==> src/rtl/pong_game_ctrl.sv <==
// Game sequencer for the VGA pong datapath: serve hold, rally motion with wall and
// paddle bounces, point detection, scoring and match end, all advanced on the frame tick.
module pong_game_ctrl #(
    parameter int SCREEN_W    = 640,
    parameter int SCREEN_H    = 480,
    parameter int BALL_SIZE   = 8,
    parameter int PADDLE_W    = 10,
    parameter int PADDLE_H    = 50,
    parameter int P1_X        = 0,
    parameter int P2_X        = 630,
    parameter int BALL_SPEED  = 2,
    parameter int SERVE_TICKS = 60,
    parameter int WIN_SCORE   = 10
) (
    input  logic       clk,
    input  logic       reset,
    input  logic       start,
    input  logic       tick,
    input  logic [8:0] p1_pos,
    input  logic [8:0] p2_pos,
    output logic [9:0] ball_x,
    output logic [8:0] ball_y,
    output logic [3:0] p1_score,
    output logic [3:0] p2_score,
    output logic [1:0] state,
    output logic       point_p1,
    output logic       point_p2,
    output logic       game_over
);

    typedef enum logic [1:0] {
        QI      = 2'b00,
        QGAME_1 = 2'b01,
        QGAME_2 = 2'b10,
        QDONE   = 2'b11
    } state_t;

    localparam logic [9:0]  CENTER_X  = 10'((SCREEN_W - BALL_SIZE) / 2);
    localparam logic [8:0]  CENTER_Y  = 9'((SCREEN_H - BALL_SIZE) / 2);
    localparam logic [10:0] Y_MAX     = 11'(SCREEN_H - BALL_SIZE);
    localparam logic [10:0] LEFT_X    = 11'(P1_X + PADDLE_W);
    localparam logic [10:0] RIGHT_X   = 11'(P2_X - BALL_SIZE);
    localparam logic [10:0] SPEED     = 11'(BALL_SPEED);
    localparam logic [10:0] B_SIZE    = 11'(BALL_SIZE);
    localparam logic [10:0] P_HEIGHT  = 11'(PADDLE_H);
    localparam logic [3:0]  WIN       = 4'(WIN_SCORE);
    localparam logic [6:0]  SERVE_END = 7'(SERVE_TICKS - 1);

    state_t     cur_state;
    logic       dir_x;
    logic       dir_y;
    logic [6:0] serve_cnt;

    logic [10:0] bx, by, p1_top, p2_top;
    logic [10:0] next_x, next_y;
    logic        next_dir_x, next_dir_y;
    logic        hit_p1, hit_p2, at_left, at_right;
    logic        p1_scores, p2_scores;
    logic [3:0]  p1_next, p2_next;

    assign state  = cur_state;
    assign bx     = {1'b0, ball_x};
    assign by     = {2'b0, ball_y};
    assign p1_top = {2'b0, p1_pos};
    assign p2_top = {2'b0, p2_pos};

    // One rally step; dir_x/dir_y are 1 for right/down. Overlap uses the pre-step ball_y.
    always_comb begin
        next_y     = by;
        next_dir_y = dir_y;
        next_x     = bx;
        next_dir_x = dir_x;
        hit_p1     = (by + B_SIZE > p1_top) && (by < p1_top + P_HEIGHT);
        hit_p2     = (by + B_SIZE > p2_top) && (by < p2_top + P_HEIGHT);
        at_left    = !dir_x && (bx < LEFT_X + SPEED);
        at_right   = dir_x && (bx + SPEED > RIGHT_X);
        p1_scores  = at_right && !hit_p2;
        p2_scores  = at_left && !hit_p1;

        if (!dir_y) begin
            if (by < SPEED) begin
                next_y     = 11'd0;
                next_dir_y = 1'b1;
            end else begin
                next_y = by - SPEED;
            end
        end else begin
            if (by + SPEED > Y_MAX) begin
                next_y     = Y_MAX;
                next_dir_y = 1'b0;
            end else begin
                next_y = by + SPEED;
            end
        end

        if (at_left) begin
            next_x     = LEFT_X;
            next_dir_x = 1'b1;
        end else if (at_right) begin
            next_x     = RIGHT_X;
            next_dir_x = 1'b0;
        end else if (dir_x) begin
            next_x = bx + SPEED;
        end else begin
            next_x = bx - SPEED;
        end

        p1_next = (p1_score >= WIN) ? p1_score : p1_score + 4'd1;
        p2_next = (p2_score >= WIN) ? p2_score : p2_score + 4'd1;
    end

    always_ff @(posedge clk or posedge reset) begin
        if (reset) begin
            cur_state <= QI;
            ball_x    <= CENTER_X;
            ball_y    <= CENTER_Y;
            p1_score  <= 4'd0;
            p2_score  <= 4'd0;
            point_p1  <= 1'b0;
            point_p2  <= 1'b0;
            game_over <= 1'b0;
            dir_x     <= 1'b1;
            dir_y     <= 1'b1;
            serve_cnt <= 7'd0;
        end else begin
            point_p1 <= 1'b0;
            point_p2 <= 1'b0;
            if (!start) begin
                // Abort or leave QDONE: scores are kept for display until the next start.
                cur_state <= QI;
                ball_x    <= CENTER_X;
                ball_y    <= CENTER_Y;
                game_over <= 1'b0;
            end else begin
                case (cur_state)
                    QI: begin
                        cur_state <= QGAME_1;
                        p1_score  <= 4'd0;
                        p2_score  <= 4'd0;
                        ball_x    <= CENTER_X;
                        ball_y    <= CENTER_Y;
                        serve_cnt <= 7'd0;
                        dir_x     <= 1'b1;
                    end
                    QGAME_1: begin
                        if (tick) begin
                            if (serve_cnt == SERVE_END) begin
                                cur_state <= QGAME_2;
                                serve_cnt <= 7'd0;
                            end else begin
                                serve_cnt <= serve_cnt + 7'd1;
                            end
                        end
                    end
                    QGAME_2: begin
                        if (tick) begin
                            if (p1_scores || p2_scores) begin
                                // Point: re-centre and serve toward the player who conceded.
                                ball_x    <= CENTER_X;
                                ball_y    <= CENTER_Y;
                                serve_cnt <= 7'd0;
                                if (p1_scores) begin
                                    p1_score  <= p1_next;
                                    point_p1  <= 1'b1;
                                    dir_x     <= 1'b1;
                                    cur_state <= (p1_next == WIN) ? QDONE : QGAME_1;
                                    game_over <= (p1_next == WIN);
                                end else begin
                                    p2_score  <= p2_next;
                                    point_p2  <= 1'b1;
                                    dir_x     <= 1'b0;
                                    cur_state <= (p2_next == WIN) ? QDONE : QGAME_1;
                                    game_over <= (p2_next == WIN);
                                end
                            end else begin
                                ball_x <= next_x[9:0];
                                ball_y <= next_y[8:0];
                                dir_x  <= next_dir_x;
                                dir_y  <= next_dir_y;
                            end
                        end
                    end
                    QDONE: begin
                        game_over <= 1'b1;
                    end
                    default: cur_state <= QI;
                endcase
            end
        end
    end

endmodule

==> config.mk <==
export PLATFORM = sky130hd
export DESIGN_NAME = pong_game_ctrl
export DESIGN_NICKNAME = d
export VERILOG_FILES = /design/src/rtl/pong_game_ctrl.sv
export SDC_FILE = /design/constraint.sdc
export NUM_CORES = 1
export LEC_CHECK = 0
export ABC_CLOCK_PERIOD_IN_PS = 6600
export CAP_MARGIN = 0
export CORE_UTILIZATION = 40
export DETAILED_ROUTE_END_ITERATION = 16
export SLEW_MARGIN = 10
export SYNTH_ARGS = -nofsm -noshare
export SYNTH_HDL_FRONTEND = slang
export SYNTH_SLANG_ARGS = --single-unit
==> constraint.sdc <==
create_clock -name clk -period 6.6 [get_ports clk]
set_clock_uncertainty 0.1 [all_clocks]
set_input_delay 1.65 -clock clk [delete_from_list [all_inputs] [get_ports clk]]
set_output_delay 1.65 -clock clk [all_outputs]
set_load 0.01 [all_outputs]
==> key figures, run 1 <==
Synthesis
  – Synth area leaders: dfrtp_1, ha_1, dfstp_2
  – Main flop type after synthesis: dfrtp_1
  – Number of synthesized flops with an enable pin: 0
  – Cell taking the most area after synthesis: dfrtp_1
  – Synth Register Bits: 39
  – Mean Syn Cell Area: approximately 8.1 um^2
  – Synth Cell Area: 4274 um^2
  – Seq/Total Area, Yosys: around 23%
  – Yosys cell types: 85
  – Asr flop ratio synth: 100.0%
  – Synth Instances: 525
  – Ys Warns: 0
  – Yosys top cell area share: 15.81%

Floorplan
  – Die width: 105.4 um
  – Die ar.: 11,100 um^2
  – Die Ht: 105.4 um
  – Starting Density: just over 40%
  – Io pins: 54
  – Row cnt: 37
  – Core Area: 10,320 um^2

Final layout
  – Antenna Diode Count: 0
  – Proportion of layout cells with a drive suffix above 1: 7.067%
  – Final instance area: 4947 um^2
  – Final nets: approximately 640
  – Area grow syn2layout: 15.75%

Placed design
  – Area after DPL: 4847 um^2
  – Post-place setup slack: around 1.0 ns
  – Final Wtd Congestion: 0.8830
  – Dpl hpwl: roughly 8700 um
  – IO buf count: a little over 50

Clock network
  – Clock Tree Root: clkbuf_8
  – H-tree level count: 2
  – Max Root-Sink Buffers: 2
  – Clk sinks: 39
  – Cts hold-fix bufs: 0
  – CTS tree: done
  – Cts repair resizes: 0
  – TritonCTS Buffers: 5
  – Worst skew pair latency: 0.29 ns
  – Post-CTS Setup Inserts: 0
  – Clk slew on worst S/H paths: about 0.08 ns

STA
  – Final WS setup: 1.331 ns
  – Worst relative slew slack: 34.89%
  – Total negative slack: 0 ns
  – Fin. Hold Viols: 0
  – # setup viols final: 0
  – Highest Clock Rate: 0.1898 GHz
  – Slew Limit Fails: 0
  – Worst slew pin tran: 0.9748 ns
  – Unrepaired setup endpoints after global routing: no
  – Final worst path period share: 79.83%
  – Minimum clock period: 5.269 ns

Detailed routing
  – 1st-iter DRT viols: 209
  – WL per Instance: 16.06 um
  – Total Wirelength: 11,280 um
  – Vias: 4,155
  – Residual DRC: 0
  – Vias per inst: 5.919
  – Drt first pass iters: 5
  – Antenna-violating nets left: 0

Pwr
  – Pleak: 2.049 nW
  – Pwr dens: ~160 nW/um^2
  – Worst VDD drop: 181.2 uV
  – Tot Pwr: between 700 and 800 uW

Global route
  – Largest net degree at the start of global routing: 40
  – First-pass GRT wire length: between 15,000 and 20,000 um
  – Vias in the first global route: 3,949
  – Initial antenna violation count: 0
  – Overflow after GRT: 0
  – Tot GR Track Use: 21.35%

Outcome
  – Status: finished, final reports clean

Critical path
  – Arr. time, crit path: 5.36 ns
  – Worst Setup End Kind: flop
  – Worst Path Max Fanout: 16
  – CP required: 6.70 ns
  – Critical path class: in -> reg
  – Startpoint Class: primary input

Hold path
  – Hold Crit Class: reg -> reg

Flow run
  – Maximum capacitance violations: 0
-- synthesized netlist by cell type (6+ instances only) --
master / count
o31ai_1: 8
a31oi_1: 11
xnor2_1: 19
ha_1: 49
nand3_1: 26
dfrtp_1: 27
nor3_1: 17
o21ai_1: 8
and3_1: 7
nand2_1: 40
o211ai_1: 8
clkbuf_1: 8
nor4_1: 6
a21oi_1: 40
nor2_1: 35
nand4_1: 7
nand2b_1: 7
inv_1: 47
o21ai_0: 21
dfstp_2: 12
-- layer usage --
layer / part of all wire [%] / track usage [%]
met5: 0 / 0
met4: 0.91 / 3.924
met3: 4.6 / 2.288
met2: 47 / 34.96
met1: 48 / 30.44
-- path summary, 6_finish.rpt --
check,slack (ns),endpoint,from,cells past startpoint
max reg2reg,2.50,serve_cnt[4],ball_y[3],11
max,1.33,serve_cnt[4],p2_pos[1],13
min reg2reg,0.41,serve_cnt[0],serve_cnt[0],1
min in group asynchronous,1.67,serve_cnt[6],reset,3
min,0.41,serve_cnt[0],serve_cnt[0],1
max in group asynchronous,4.34,ball_y[5],reset,3
-- metrics by stage --
step	utilization (%)	cells	hold slack, ns
2_1_floorplan	-	526	0.3677
3_3_place_gp	46.95	694	0.3938
3_5_place_dp	46.95	694	0.3996
4_1_cts	47.92	702	0.4116
5_1_grt	47.92	702	0.4396
6_report	47.92	702	0.4078
-- flip-flops by register name (all words and copies together) (netlist names) --
register and cells:
p1_score 4, game_over 1, ball_x 9, point_p2 1, serve_cnt 7, point_p1 1
state 2, p2_score 4, dir_y 1, dir_x 1, ball_y 8
-- worst max-delay path, stage by stage --
cell,delay (ns)
clkdlybuf4s50_1,0.47
ha_1,0.28
a211o_1,0.32
nand2_1,0.08
xnor2_1,0.12
ha_1,0.26
a211oi_1,0.23
nand2_1,0.07
a31oi_1,0.29
o221ai_4,0.23
a211oi_2,0.87
nor3_2,0.19
nor4_1,0.30
-- layout by cell type, fill, tap and decap left out, types with 4 or more instances in the layout --
cell type	n
clkbuf_8	7
xnor2_1	19
nor4_1	6
and3_1	7
o22ai_1	4
inv_1	47
a21oi_1	40
nor3_1	17
o211ai_1	8
clkdlybuf4s50_1	51
a2bb2oi_1	4
nand3_1	26
xor2_1	4
o21ai_1	8
mux2i_1	4
nand2_1	40
a41oi_1	4
a211oi_1	5
nand4_1	7
dfrtp_1	27
o21ai_0	21
ha_1	49
or4_1	5
dfstp_2	12
or3_1	5
a31oi_1	11
nand2b_1	7
o31ai_1	8
nor2_1	35
-- kinds of logic after synthesis --
family / count (synthesis) / share of synthesized area, %
adders and majority gates: 49 / 14.34
AOI/OAI and AO/OA: 164 / 27.75
DFF: 39 / 23.19
xor gates and xnor gates: 23 / 4.713
muxes: 4 / 0.9368
buffers and inverters: 68 / 7.084
and+or+nand+nor: 177 / 21.90
other: 1 / 0.08774
-- final cells by class --
class,count,area [um^2]
timing repair buffer,53,525.5
clock buffer,8,100.1
inverter,47,176.4
fill,1004,5376
sequential,39,991.0
tap,136,170.2
multi-input combinational,419,2984
-- report_power, final --
part,internal [mW],switching [mW]
logic,0.131,0.191
registers,0.255,0.0281
clock network,0.0956,0.0869
Power figures use the tool's default switching activity.
==> run 2, diff against run 1 <==
--- a/config.mk
+++ b/config.mk
@@ -5,7 +5,7 @@
 export SDC_FILE = /design/constraint.sdc
 export NUM_CORES = 1
 export LEC_CHECK = 0
-export ABC_CLOCK_PERIOD_IN_PS = 6600
+export ABC_CLOCK_PERIOD_IN_PS = 5500
 export CAP_MARGIN = 0
 export CORE_UTILIZATION = 40
 export DETAILED_ROUTE_END_ITERATION = 16
==> constraint.sdc (replaced) <==
create_clock -name clk -period 5.5 [get_ports clk]
set_clock_uncertainty 0.1 [all_clocks]
set_input_delay 1.375 -clock clk [delete_from_list [all_inputs] [get_ports clk]]
set_output_delay 1.375 -clock clk [all_outputs]
set_load 0.01 [all_outputs]
==> run 2 against run 1 <==
  * Sequential share of layout area about the same
  * Sequential power up 20%
  * Worst hold slack worse by 0.0043 ns
  * Final cell count up 0.28%
  * Clock power up 7%
  * First-iteration DRC count up 41%
  * Via count about the same
  * Die area unchanged
  * Wire length up 1.7%
  * Clock-buffer cell count down 1
  * Power up 18%
  * Core utilization about the same
  * Critical path type unchanged
==> key figures, run 2 (synthesis gave the netlist of run 1 again) <==
Global route
  – Largest net degree at the start of global routing: 40 (unchanged)
  – Overflow after GRT: 0 (unchanged)
  – Tot GR Track Use: 21.42% (was 21.35%)
  – First-pass GRT wire length: 19,580 um (was 19,360 um)
  – Initial antenna violation count: 0 (unchanged)
  – Vias in the first global route: 3,997 (was 3,949)

Final layout
  – Most frequent cells in the layout: clkdlybuf4s50_1, ha_1, inv_1 (unchanged)
  – Final non-filler cell total: 704 (was 702)
  – Largest registers: ball_x: 9 flops, ball_y: 8 flops, serve_cnt: 7 flops (unchanged)
  – Max reg flops: 9 (unchanged)
  – Antenna Diode Count: 0 (unchanged)
  – Sequential cell area: 991.0 um^2 (unchanged)
  – Commonest non-fill, non-tap cell in the layout: clkdlybuf4s50_1 (unchanged)
  – Final design utilization: 47.89% (was 47.92%)
  – Area of the multi-input gates: 2984 um^2 (unchanged)
  – Final nets: 638 (was 636)
  – Fill count: 1,006 (was 1,004)
  – Proportion of layout cells with a drive suffix above 1: 7.218% (was 7.067%)
  – Reg with most FFs: ball_x (unchanged)
  – Area grow syn2layout: 15.66% (was 15.75%)

Flow run
  – Maximum capacitance violations: 0 (unchanged)

STA
  – Unrepaired setup endpoints after global routing: no (unchanged)
  – Total negative slack: 0 ns (unchanged)
  – Highest Clock Rate: 0.2175 GHz
  – Final worst path period share: 83.59%
  – # setup viols final: 0 (unchanged)
  – Slew Limit Fails: 0 (unchanged)
  – Final WS setup: 0.9027 ns (was 1.331 ns)
  – Worst relative slew slack: 46.31% (was 34.89%)
  – Minimum clock period: between 4 and 5 ns
  – Fin. Hold Viols: 0 (unchanged)
  – Worst slew pin tran: 0.8023 ns (was 0.9748 ns)

Floorplan
  – Row cnt: 37 (unchanged)
  – Io pins: 54 (unchanged)
  – Die ar.: 11,100 um^2 (unchanged)
  – Starting Density: 41.40% (unchanged)
  – Die width: 105.4 um (unchanged)
  – Die Ht: 105.4 um (unchanged)
  – Core Area: 10,320 um^2 (unchanged)

Clock network
  – Cts hold-fix bufs: 0 (unchanged)
  – Post-CTS Setup Inserts: 0 (unchanged)
  – Max Root-Sink Buffers: 2 (unchanged)
  – Clock Tree Root: clkbuf_8 (unchanged)
  – TritonCTS Buffers: 5 (unchanged)
  – Clk sinks: 39 (unchanged)
  – CTS tree: done (unchanged)
  – H-tree level count: 2 (unchanged)
  – Cts repair resizes: 0 (unchanged)
  – Worst skew pair latency: 0.30 ns (was 0.29 ns)
  – Clk slew on worst S/H paths: 0.08 ns (about the same)

Detailed routing
  – Antenna-violating nets left: 0 (unchanged)
  – Vias: 4,152 (was 4,155)
  – Total Wirelength: 11,460 um (was 11,280 um)
  – Drt first pass iters: 5 (unchanged)
  – Vias per inst: 5.898 (was 5.919)
  – 1st-iter DRT viols: 295 (was 209)
  – WL per Instance: 16.28 um (was 16.06 um)
  – Residual DRC: 0 (unchanged)

Pwr
  – Tot Pwr: 925.7 uW (was 787.2 uW)
  – Cell Int Power: 556.5 uW (was 481.1 uW)
  – Net Sw Power: 369.2 uW (was 306.2 uW)
  – Logic pwr share: 42.3% (was 40.9%)
  – Pleak: 2.050 nW (was 2.049 nW)
  – Seq pwr share: 36.7% (was 35.9%)
  – Clk pwr share: 21.0% (was 23.2%)
  – Pwr dens: 187.3 nW/um^2 (was 159.1 nW/um^2)
  – Sw frac: 39.88% (was 38.89%)
  – Worst VDD drop: 160.0 uV (was 181.2 uV)

Outcome
  – Status: finished, final reports clean (unchanged)

Placed design
  – IO buf count: 51 (unchanged)
  – Post-place setup slack: 0.5878 ns (was 1.011 ns)
  – Final Wtd Congestion: 0.8880 (was 0.8830)
  – Dpl hpwl: 8701 um (was 8658 um)
  – Placed cells: 696 (was 694)

Hold path
  – Worst hold path depth: 2 (was 1)
  – Hold Crit Class: reg -> reg (unchanged)
  – Hold Startpoint: ball_x[8] (was serve_cnt[0])
  – Hold endpoint: ball_x[8] (was serve_cnt[0])

Critical path
  – Slowest cell on crit path: o31ai_1 (was a211oi_2)
  – Flop2flop setup slack: 1.54 ns (was 2.50 ns)
  – Critical path class: in -> reg (unchanged)
  – Critical Path Max Stage Delay: 0.60 ns (was 0.87 ns)
  – Crit-path cells: clkdlybuf4s50_1 > ha_1 > a211o_1 > nand2_1 > xnor2_1 > ha_1 > a21o_1 > a21oi_1 > o22ai_1 > o31ai_1 > o211ai_1 > or4b_1 > o21a_1 (was clkdlybuf4s50_1 > ha_1 > a211o_1 > nand2_1 > xnor2_1 > ha_1 > a211oi_1 > nand2_1 > a31oi_1 > o221ai_4 > a211oi_2 > nor3_2 > nor4_1)
  – Worst Setup End Kind: flop (unchanged)
  – Most common cell on crit path: ha_1
  – CP delay by family, top: compound AO/OA/AOI/OAI gates (unchanged)
  – Arr. time, crit path: 4.73 ns (was 5.36 ns)
  – Worst Path Buf+Inv: 1 (unchanged)
  – Reg2reg path depth: 12 (was 11)
  – Startpoint Class: primary input (unchanged)
  – Worst Path Max Fanout: 4 (was 16)
  – Worst reg2reg path startpoint: ball_y[3] (unchanged)
  – CP required: 5.64 ns (was 6.70 ns)
  – Crit Reg-Reg Endpoint: serve_cnt[5] (was serve_cnt[4])
[run 2: how the worst max path moves through the flow]
stage / slack (ns) / from / cells past startpoint / endpoint
floorplan: 1.33 / p2_pos[1] / 13 / game_over
global placement: 0.64 / p1_pos[1] / 13 / ball_x[3]
detailed placement: 0.59 / p1_pos[1] / 13 / ball_x[3]
CTS: 0.90 / p1_pos[1] / 13 / ball_x[3]
global route: 0.64 / p1_pos[1] / 13 / ball_x[3]
finish: 0.90 / p1_pos[1] / 13 / ball_x[3]
[run 2: tightest hold or removal path: cells and delay by family (launching register included)]
family | cells | cell delay [ns]
flops | 1 | 0.40
compound gates | 1 | 0.05
buf+inv | 1 | 0.05
[run 2: per-stage QoR]
stage / hold WS (ns) / cell area [um^2]
2_1_floorplan: 0.3677 / 4278
3_3_place_gp: 0.3947 / 4862
3_5_place_dp: 0.3976 / 4862
4_1_cts: 0.4096 / 4943
5_1_grt: 0.4296 / 4943
6_report: 0.4035 / 4943
[run 2: power groups by stage]
| stage | logic (mW) | clock network [mW] | registers (mW) |
|---|---|---|---|
| final | 0.391 | 0.194 | 0.340 |
| after detailed placement | 0.388 | 0 | 0.343 |
| after CTS | 0.392 | 0.199 | 0.338 |
| after global routing | 0.443 | 0.208 | 0.343 |
| after global placement | 0.382 | 0 | 0.344 |
| after floorplan | 0.277 | 0 | 0.336 |
[run 2: area by class of cell]
class	instances	area share [%]
clock buffers	7	1.544
inverters	47	3.569
repair buffers	55	10.93
multi-input cells	419	60.36
clock inverters	1	0.1012
flip-flops and latches	39	20.05
well taps	136	3.442
[run 2: layer usage]
metal | global-route usage (%) | wire length (um) | up-vias
li1 | - | - | 2047
met1 | 30.36 | 5521 | 1984
met2 | 35.20 | 5246 | 109
met3 | 2.103 | 576 | 12
met4 | 4.427 | 121 | 0
met5 | 0 | 0 | -
